## config.mk

```make
export PLATFORM = sky130hd
export DESIGN_NAME = i2c_slave_responder
export DESIGN_NICKNAME = d
export VERILOG_FILES = /design/src/rtl/i2c_slave_responder.sv
export SDC_FILE = /design/constraint.sdc
export NUM_CORES = 1
export LEC_CHECK = 0
export ABC_AREA = 1
export BUFFER_PORTS_ARGS = -buffer_cell sky130_fd_sc_hd__buf_2
export CELL_PAD_IN_SITES_DETAIL_PLACEMENT = 1
export CELL_PAD_IN_SITES_GLOBAL_PLACEMENT = 1
export CORE_ASPECT_RATIO = 2
export CORE_MARGIN = 4
export CORE_UTILIZATION = 44
export CTS_CLUSTER_SIZE = 28
export DETAILED_ROUTE_END_ITERATION = 7
export PLACE_DENSITY_LB_ADDON = 0.1
export SETUP_SLACK_MARGIN = 0.05
export SLEW_MARGIN = 20
export SYNTH_ARGS = -nofsm -noshare
export SYNTH_HDL_FRONTEND = slang
export SYNTH_SLANG_ARGS = --single-unit
export TNS_END_PERCENT = 30
```

## constraint.sdc

```tcl
create_clock -name pclk -period 3.6 [get_ports pclk]
set_clock_uncertainty 0.1 [all_clocks]
set_input_delay 0.36 -clock pclk [delete_from_list [all_inputs] [get_ports pclk]]
set_output_delay 0.36 -clock pclk [all_outputs]
set_load 0.02 [all_outputs]
```

## src/rtl/i2c_slave_responder.sv

```systemverilog
// I2C target: oversampled SCL/SDA, START/STOP detection, 7-bit address match, byte-wide user port.
// Define I2C_SLAVE_CLK_STRETCH_EN to hold SCL low while waiting for read data (rd_valid_i).
module i2c_slave_responder #(
    parameter logic [6:0] SLAVE_ADDRESS = 7'b110_1000,
    parameter int         SYNC_STAGES   = 2
) (
    input  logic       pclk,
    input  logic       areset,
    input  logic       scl_i,
    input  logic       sda_i,
    output logic       sda_oe_o,
    output logic       scl_oe_o,
    output logic       wr_valid_o,
    output logic [7:0] wr_data_o,
    output logic       rd_req_o,
    input  logic       rd_valid_i,
    input  logic [7:0] rd_data_i,
    output logic       busy_o
);
    localparam int NSYNC = (SYNC_STAGES < 2) ? 2 : SYNC_STAGES;

    localparam logic [3:0] ST_IDLE      = 4'd0;
    localparam logic [3:0] ST_ADDR      = 4'd1;
    localparam logic [3:0] ST_ADDR_ACK  = 4'd2;
    localparam logic [3:0] ST_WR_DATA   = 4'd3;
    localparam logic [3:0] ST_WR_ACK    = 4'd4;
    localparam logic [3:0] ST_RD_LOAD   = 4'd5;
    localparam logic [3:0] ST_RD_DATA   = 4'd6;
    localparam logic [3:0] ST_RD_ACK    = 4'd7;
    localparam logic [3:0] ST_WAIT_STOP = 4'd8;

    logic [NSYNC-1:0] scl_sync_reg, sda_sync_reg;
    logic             scl_prev_reg, sda_prev_reg;
    logic             scl_s, sda_s;
    logic             scl_rise, scl_fall, sda_rise, sda_fall, start_det, stop_det;

    logic [3:0] state_reg, state_next;
    logic [3:0] bit_cnt_reg, bit_cnt_next;
    logic [6:0] rx_shift_reg, rx_shift_next;
    logic [6:0] tx_shift_reg, tx_shift_next;
    logic       rw_reg, rw_next;
    logic       ack_seen_reg, ack_seen_next;
    logic       req_sent_reg, req_sent_next;
    logic       sda_oe_reg, sda_oe_next;
    logic       scl_oe_reg, scl_oe_next;
    logic       wr_valid_reg, wr_valid_next;
    logic [7:0] wr_data_reg, wr_data_next;
    logic       busy_reg, busy_next;

    // Sync flops reset high so an idle bus produces no spurious edges after reset.
    always_ff @(posedge pclk) begin
        if (areset) begin
            scl_sync_reg <= '1;
            sda_sync_reg <= '1;
            scl_prev_reg <= 1'b1;
            sda_prev_reg <= 1'b1;
        end else begin
            scl_sync_reg <= {scl_sync_reg[NSYNC-2:0], scl_i};
            sda_sync_reg <= {sda_sync_reg[NSYNC-2:0], sda_i};
            scl_prev_reg <= scl_s;
            sda_prev_reg <= sda_s;
        end
    end

    assign scl_s     = scl_sync_reg[NSYNC-1];
    assign sda_s     = sda_sync_reg[NSYNC-1];
    assign scl_rise  = scl_s & ~scl_prev_reg;
    assign scl_fall  = ~scl_s & scl_prev_reg;
    assign sda_rise  = sda_s & ~sda_prev_reg;
    assign sda_fall  = ~sda_s & sda_prev_reg;
    assign start_det = sda_fall & scl_s & scl_prev_reg;
    assign stop_det  = sda_rise & scl_s & scl_prev_reg;

    always_comb begin
        state_next    = state_reg;
        bit_cnt_next  = bit_cnt_reg;
        rx_shift_next = rx_shift_reg;
        tx_shift_next = tx_shift_reg;
        rw_next       = rw_reg;
        ack_seen_next = ack_seen_reg;
        req_sent_next = req_sent_reg;
        sda_oe_next   = sda_oe_reg;
        scl_oe_next   = 1'b0;
        wr_valid_next = 1'b0;
        wr_data_next  = wr_data_reg;
        busy_next     = busy_reg;

        if (stop_det) begin
            state_next    = ST_IDLE;
            bit_cnt_next  = 4'd0;
            sda_oe_next   = 1'b0;
            ack_seen_next = 1'b0;
            req_sent_next = 1'b0;
            busy_next     = 1'b0;
        end else if (start_det) begin
            state_next    = ST_ADDR;
            bit_cnt_next  = 4'd0;
            rx_shift_next = 7'd0;
            sda_oe_next   = 1'b0;
            ack_seen_next = 1'b0;
            req_sent_next = 1'b0;
        end else begin
            case (state_reg)
                ST_IDLE: ;
                ST_ADDR: begin
                    if (scl_rise) begin
                        rx_shift_next = {rx_shift_reg[5:0], sda_s};
                        if (bit_cnt_reg == 4'd7) begin
                            bit_cnt_next = 4'd0;
                            rw_next      = sda_s;
                            if (rx_shift_reg == SLAVE_ADDRESS) begin
                                state_next = ST_ADDR_ACK;
                                busy_next  = 1'b1;
                            end else begin
                                state_next = ST_WAIT_STOP;
                                busy_next  = 1'b0;
                            end
                        end else begin
                            bit_cnt_next = bit_cnt_reg + 4'd1;
                        end
                    end
                end
                // First fall after the 8th bit pulls SDA; the next fall ends the ACK slot.
                ST_ADDR_ACK, ST_WR_ACK: begin
                    if (scl_fall) begin
                        if (!sda_oe_reg) begin
                            sda_oe_next = 1'b1;
                        end else begin
                            sda_oe_next  = 1'b0;
                            bit_cnt_next = 4'd0;
                            if (state_reg == ST_WR_ACK) begin
                                state_next = ST_WR_DATA;
`ifdef I2C_SLAVE_CLK_STRETCH_EN
                                scl_oe_next = 1'b1;
`endif
                            end else begin
                                state_next = rw_reg ? ST_RD_LOAD : ST_WR_DATA;
                            end
                        end
                    end
                end
                ST_WR_DATA: begin
                    if (scl_rise) begin
                        rx_shift_next = {rx_shift_reg[5:0], sda_s};
                        if (bit_cnt_reg == 4'd7) begin
                            bit_cnt_next  = 4'd0;
                            wr_data_next  = {rx_shift_reg, sda_s};
                            wr_valid_next = 1'b1;
                            state_next    = ST_WR_ACK;
                        end else begin
                            bit_cnt_next = bit_cnt_reg + 4'd1;
                        end
                    end
                end
                ST_RD_LOAD: begin
`ifdef I2C_SLAVE_CLK_STRETCH_EN
                    req_sent_next = 1'b1;
                    if (rd_valid_i) begin
                        // SCL stays held one more cycle so SDA settles before release.
                        tx_shift_next = rd_data_i[6:0];
                        sda_oe_next   = ~rd_data_i[7];
                        bit_cnt_next  = 4'd0;
                        req_sent_next = 1'b0;
                        scl_oe_next   = 1'b1;
                        state_next    = ST_RD_DATA;
                    end else if (!scl_s) begin
                        scl_oe_next = 1'b1;
                    end
`else
                    tx_shift_next = rd_data_i[6:0];
                    sda_oe_next   = ~rd_data_i[7];
                    bit_cnt_next  = 4'd0;
                    state_next    = ST_RD_DATA;
`endif
                end
                ST_RD_DATA: begin
                    if (scl_rise) begin
                        bit_cnt_next = bit_cnt_reg + 4'd1;
                    end else if (scl_fall) begin
                        if (bit_cnt_reg == 4'd8) begin
                            sda_oe_next   = 1'b0;
                            bit_cnt_next  = 4'd0;
                            ack_seen_next = 1'b0;
                            state_next    = ST_RD_ACK;
                        end else begin
                            sda_oe_next   = ~tx_shift_reg[6];
                            tx_shift_next = {tx_shift_reg[5:0], 1'b0};
                        end
                    end
                end
                // Master ACK is sampled on the rise but acted on at the fall, keeping SDA still while SCL is high.
                ST_RD_ACK: begin
                    if (scl_rise) begin
                        if (sda_s) begin
                            state_next = ST_WAIT_STOP;
                            busy_next  = 1'b0;
                        end else begin
                            ack_seen_next = 1'b1;
                        end
                    end else if (scl_fall && ack_seen_reg) begin
                        ack_seen_next = 1'b0;
                        state_next    = ST_RD_LOAD;
                    end
                end
                ST_WAIT_STOP: sda_oe_next = 1'b0;
                default:      state_next  = ST_IDLE;
            endcase
        end
    end

    always_ff @(posedge pclk) begin
        if (areset) begin
            state_reg    <= ST_IDLE;
            bit_cnt_reg  <= 4'd0;
            rx_shift_reg <= 7'd0;
            tx_shift_reg <= 7'd0;
            rw_reg       <= 1'b0;
            ack_seen_reg <= 1'b0;
            req_sent_reg <= 1'b0;
            sda_oe_reg   <= 1'b0;
            scl_oe_reg   <= 1'b0;
            wr_valid_reg <= 1'b0;
            wr_data_reg  <= 8'd0;
            busy_reg     <= 1'b0;
        end else begin
            state_reg    <= state_next;
            bit_cnt_reg  <= bit_cnt_next;
            rx_shift_reg <= rx_shift_next;
            tx_shift_reg <= tx_shift_next;
            rw_reg       <= rw_next;
            ack_seen_reg <= ack_seen_next;
            req_sent_reg <= req_sent_next;
            sda_oe_reg   <= sda_oe_next;
            scl_oe_reg   <= scl_oe_next;
            wr_valid_reg <= wr_valid_next;
            wr_data_reg  <= wr_data_next;
            busy_reg     <= busy_next;
        end
    end

`ifdef I2C_SLAVE_CLK_STRETCH_EN
    assign rd_req_o = (state_reg == ST_RD_LOAD) && !req_sent_reg;
`else
    logic unused_rd_valid;
    assign unused_rd_valid = rd_valid_i | req_sent_reg;
    assign rd_req_o        = (state_reg == ST_RD_LOAD);
`endif

    assign sda_oe_o   = sda_oe_reg;
    assign scl_oe_o   = scl_oe_reg;
    assign wr_valid_o = wr_valid_reg;
    assign wr_data_o  = wr_data_reg;
    assign busy_o     = busy_reg;
endmodule

```

==> Word level (Yosys, flattened, before mapping) <==
Index checks and enable logic that the tools add are counted.
{ "word_totals": {"word_cells": 153, "inputBits": 13, "output_inout_bits": 13, "ff_bits": 41} }
{ "op_classes": {"addsub": 1, "n_mux": 52, "n_reduce_logical": 25, "n_eq_ne": 41, "n_bitwise": 19} }
{ "op_table": {"columns": ["operator", "count"], "rows": [
  ["$mux W4", 20],
  ["$mux W7", 6],
  ["$ne A3 B3 Y1 const B", 14],
  ["$pmux W4 S7", 1],
  ["$ne A2 B2 Y1 const B", 12],
  ["$reduce_and A12 Y1", 2],
  ["$reduce_and A6 Y1", 4],
  ["$eq A4 B3 Y1 const B", 5],
  ["$mux W1", 18],
  ["$pmux W4 S4", 1],
  ["$pmux W7 S2", 1],
  ["$not A1 Y1", 11],
  ["$reduce_and A5 Y1", 2],
  ["$reduce_bool A2 Y1", 5],
  ["$and A1 B1 Y1", 8],
  ["$eq A4 B2 Y1 const B", 2],
  ["$eq A4 B4 Y1 const B", 2],
  ["$ne A4 B4 Y1 const B", 2],
  ["$reduce_bool A4 Y1", 2],
  ["$reduce_or A2 Y1", 4],
  ["$eq A7 B7 Y1 const B", 1],
  ["$mux W3", 2],
  ["$reduce_or A5 Y1", 1],
  ["$add A4 B1 Y4 const B", 1],
  ["other kinds (9)", 11]
]} }

==> Longest topological paths before layout <==
{ "logic_depth": {"depth_word": 7, "depth_mapped": 11, "mapped_depth_nobuf": 11} }

==> Worst setup path before layout <==
OpenSTA, ideal clock, no wires.
{ "synth_path": {"path_type": "reg-to-reg", "startpoint": "register scl_prev_reg", "endpoint": "register state_reg[1]", "synth_period_minus_slack_ns": 1.595, "setup_time_ns": 0.115, "slack_ns": 2.005, "t_required_ns": 3.385, "arrival_ns": 1.380, "n_path_buf": 1, "path_stages_with_launch": 12, "cell_sequence": "dfxtp_1 > inv_1 > ha_1 > buf_2 > inv_2 > nor2_1 > nand2_1 > nand3_1 > nor2_2 > nand3_1 > nand2_1 > nor2_1"} }
{ "synth_via": {"elab_chain_cells": 4, "elab_cells_between_ends": 17, "classes_between": "eq/ne (7); mux (2); bitwise (5); reduce/logical (3)"} }
{ "synth_rtl": {"columns": ["item", "line", "source"], "rows": [
  ["start, declared", "33", "logic scl_prev_reg, sda_prev_reg;"],
  ["start signal, assigned", "60", "scl_prev_reg <= scl_s;"],
  ["$and A1 B1 Y1 / $not A1 Y1 (equally long branches)", "68, 67", null],
  ["$logic_and A1 B1 Y1 / $and A1 B1 Y1 (equally long branches)", "200, 67", null],
  ["$ne A3 B3 Y1 (no source line) (tied with other cells)", null, null],
  ["$reduce_and A12 Y1 (no source line) / $pmux W4 S7 (equally long branches)", null, null],
  ["end signal, assigned", "226", "state_reg <= state_next;"],
  ["end, declared", "37", "logic [3:0] state_reg, state_next;"]
]} }
Parallel ways exist; a longest one is shown, timed or not.
A chain may end at the register's enable or synchronous reset.

==> Worst setup path after layout <==
{ "layout_path": {"startpoint": "register scl_prev_reg", "endpoint": "register wr_data_reg[4], in the netlist wr_data_o[4]"} }
{ "layout_via": {"elab_chain_cells": 3, "elab_cells_between_ends": 7, "classes_between": "bitwise (6); reduce/logical (1)"} }
{ "layout_rtl": {"columns": ["item", "line", "source"], "rows": [
  ["$and A1 B1 Y1 (tied with other cells)", "71", "assign start_det = sda_fall & scl_s & scl_prev_reg;"],
  ["$not A1 Y1 (no source line) / $and A1 B1 Y1 (equally long branches)", null, null],
  ["$reduce_and A5 Y1 (no source line) *", null, null],
  ["end signal, assigned", "236", "wr_data_reg <= wr_data_next;"],
  ["end, declared", "47", "logic [7:0] wr_data_reg, wr_data_next;"]
]} }
Every way passes the cells marked *; elsewhere a longest branch is shown, timed or not.

==> results list <==
- The flow ran to the end, and the final reports show no timing, DRC or antenna violations.
- Number of buffers on the longest clock path: 2
* Number of DRC markers in iteration 0: 77
* Antenna violations before repair: 0
* Number of failing hold endpoints at the final stage: 0
* Number of DRC violations after detailed routing: 0
- Routed wire length: 6.587 mm
- The die is ~60 um wide.
- Die height: approximately 110 um
* Synth area leader: sky130_fd_sc_hd__dfxtp_1
- Fill cell instance count of the final layout: 714
- Commonest cells post-synth: sky130_fd_sc_hd__nand2_1 (102), sky130_fd_sc_hd__dfxtp_1 (41), sky130_fd_sc_hd__nor2_1 (37), sky130_fd_sc_hd__nand3_1 (33), sky130_fd_sc_hd__a21oi_1 (32)
- Detailed-route vias per instance: roughly 5.4
* Share of flip-flops with an asynchronous set or reset: 0%
- Summing the sequential cell areas from Yosys gives 36.08% of the chip area.
- For this run, the slowest stage of the critical path takes 0.37 ns.
- STA classifies the critical path startpoint as a flip-flop.
- For this design the top-level I/O count stands at 26.
- Maximum clock frequency: 0.4991 GHz
* I/O Buffers: 23
* Top-count cell post-synth: sky130_fd_sc_hd__nand2_1
* Synthesized instance count: around 340
* Share of the synthesized area in the top cell type: a little over a third
- Grouping stages by cell kind, the critical path spends the most delay in simple AND/OR/NAND/NOR gates.
- Setup repair after global routing left no endpoint under its margin.
- Clock-pin slew was measured on the worst setup and hold paths at approximately 0.09 ns.
- Routed via count: between 2000 and 2500
- Crit path DAT: 2.13 ns
* Final Setup Violations: 0
- For hold timing, the worst endpoint is scl_sync_reg[0].
* Wire length of the first global-routing pass: 11.12 mm
- Count of cells along the worst hold path: 2
* Cell breakdown of the critical path: inv_1, ha_1, nand4_1, or2_1, nor2_4, o21ai_0, a21oi_1
- In this run, distinct cell masters in the synthesized netlist total 33.
- Entering global routing, the biggest net connects 21 pins.
* Static Leakage: 1.162 nW
* TritonCTS Sinks: 41
- The critical path is of the reg -> reg type.
* Nets@finish: 383
- The number of buffers and inverters on the critical path is 1.
* Worst Hold Launch: scl_i
- For flop-to-flop paths, the worst setup slack is 1.60 ns.
* Diodes inserted: 0
* Total standard cell area after synthesis: 0.002275 mm2
* Post-CTS Setup Bufs: 0
- After global routing the overflow that remains totals 0.
* Latest clock arrival within the worst-skew pair: approximately 0.3 ns
* Number of flip-flops under the largest register name: 8
- For this design the ratio of total power to cell area is 571.6 mW/mm2.
* Period minus WS final: 2.004 ns
* Area of the die: 0.006454 mm2
- STA classifies the critical path endpoint as a flip-flop.
* Setup WS post-layout: 1.596 ns
- The wire-length estimate of the detail-placed layout is ~5.2 mm.
* First drt pass iteration count: 5
- Averaged over all synthesized cells, the footprint is 6.632 um2.
* Final Util: between 50% and 60%
- Counting every net in the synthesized netlist gives 360.
- Worst voltage drop across the vdd grid: about 0.35 mV
- Across the run, the number of max-cap violations was 0.
- Post-synth EDFFs: 0
- Total power of the final layout: 0.001450 W
- Crit Reg-Reg Startpoint: scl_prev_reg
- Clock tree synthesis inserted a total of 5 buffers.
- Fraction of layout cells with a size suffix above 1: 16.89%
* Remaining antenna violation count: 0
- Global routing used 22.49% of the available tracks.
- Clock tree from TritonCTS: built
- Post-Place Setup Slack: 1.572 ns
- CTS Root Cell: sky130_fd_sc_hd__clkbuf_8
- Startpoint of the worst setup timing path: scl_prev_reg
* Largest driver fanout on the critical path: 9
* Row Count: 36
- CP required: 3.72 ns
- The area growth from synthesis to layout is 11.55%.
* Vias in the first global route: 2444
- Placeable core area: 0.004955 mm2
- Fin Setup TNS: 0 ns
- GPL Wtd Cong: 0.8406
- Top area cells in the synthesized netlist: sky130_fd_sc_hd__dfxtp_1 (36%), sky130_fd_sc_hd__nand2_1 (17%), sky130_fd_sc_hd__nand3_1 (7.3%)
* Worst hold slack after final layout: 0.1505 ns
- Dividing the detail-routed wire length by the instance count gives 15.54 um.
- In this run the number of H-tree levels came out at 2.
- Number of instances resized during post-cts repair: 0
- Leading register cell type out of synthesis: sky130_fd_sc_hd__dfxtp_1
* Hold Crit Class: in -> reg
* Worst reg-to-reg path cell count: 7
* Count of yosys warnings during synthesis: 0
- The initial utilization of the core area, before any placement, comes to 45.91%.
- Flip-flop and latch count after synthesis: 41
- Buffers inserted to repair hold after CTS numbered 0.
- Master of the slowest instance on the critical path: sky130_fd_sc_hd__ha_1
- After layout, the worst path uses 55.65% of the clock period.
- In this run the critical register-to-register path is captured at wr_data_o[4].
- The count of final max-slew check failures was 0.
-- layout make-up --
| class | count | area [um2] | area share (%) |
|---|---|---|---|
| inverters | 34 | 127.6 | 5.030 |
| clock buffers | 7 | 86.33 | 3.402 |
| flip-flops and latches | 41 | 820.8 | 32.35 |
| well taps | 57 | 71.32 | 2.811 |
| clock inverters | 1 | 30.03 | 1.183 |
| repair buffers | 23 | 115.1 | 4.536 |
| multi-input cells | 261 | 1286 | 50.69 |
-- through the flow --
step                      area, um2  cells
after detailed placement       2421    416
after global placement         2421    416
after CTS                      2537    424
final                          2537    424
after floorplan                2275    343
after global routing           2537    424
-- worst max path at each step --
stage | end | depth (start not counted) | slack [ns]
floorplan | state_reg[1] | 11 | 2.01
global placement | wr_data_o[6] | 7 | 1.66
detailed placement | wr_data_o[6] | 6 | 1.57
CTS | wr_data_o[6] | 6 | 1.58
global route | wr_data_o[0] | 8 | 1.36
finish | wr_data_o[4] | 7 | 1.60
-- layout by cell type (no fill, tap or decap), types with 2 or more instances in the layout --
master,n
sky130_fd_sc_hd__nor3_1,2
sky130_fd_sc_hd__nand2_2,7
sky130_fd_sc_hd__inv_1,28
sky130_fd_sc_hd__clkbuf_8,6
sky130_fd_sc_hd__buf_2,23
sky130_fd_sc_hd__nor2_1,37
sky130_fd_sc_hd__a21oi_1,32
sky130_fd_sc_hd__o21ai_0,9
sky130_fd_sc_hd__xor2_1,2
sky130_fd_sc_hd__or2_2,4
sky130_fd_sc_hd__nor2_2,5
sky130_fd_sc_hd__nand4_1,6
sky130_fd_sc_hd__dfxtp_1,41
sky130_fd_sc_hd__nand3_1,33
sky130_fd_sc_hd__inv_2,6
sky130_fd_sc_hd__nand2_1,102
sky130_fd_sc_hd__o21ai_1,2
sky130_fd_sc_hd__nor2_4,4
sky130_fd_sc_hd__ha_1,4
-- cell families after synthesis --
logic type	Yosys count	synth area share [%]
AO/OA/AOI/OAI	47	10.89
XOR/XNOR	2	0.7702
adder cells (fa/ha/maj)	4	2.200
buffers and inverters	41	7.371
flip-flops	41	36.08
other	1	0.1649
AND/OR/NAND/NOR	207	42.52
-- power by group --
| group | internal (W) | total (W) | switching (W) |
|---|---|---|---|
| logic | 0.000168 | 0.000549 | 0.000381 |
| clock network | 0.000226 | 0.000391 | 0.000165 |
| registers | 0.000480 | 0.000510 | 0.0000297 |
| total | 0.000874 | 0.00145 | 0.000576 |
-- worst register-to-register path, stage by stage, from the launching register on --
cell and delay [ns]:
sky130_fd_sc_hd__dfxtp_1 0.34, sky130_fd_sc_hd__inv_1 0.06, sky130_fd_sc_hd__ha_1 0.37, sky130_fd_sc_hd__nand4_1 0.28
sky130_fd_sc_hd__or2_1 0.35, sky130_fd_sc_hd__nor2_4 0.19, sky130_fd_sc_hd__o21ai_0 0.10, sky130_fd_sc_hd__a21oi_1 0.14
-- metal layers --
layer  up-vias  wire length (um)  track usage (%)
met2        46              3682            42.41
met5         -                 0                0
met3        20               143            3.525
li1       1144                 -                -
met4         0               314            12.32
met1      1091              2447            22.32
(Power assumes the default switching activity.)
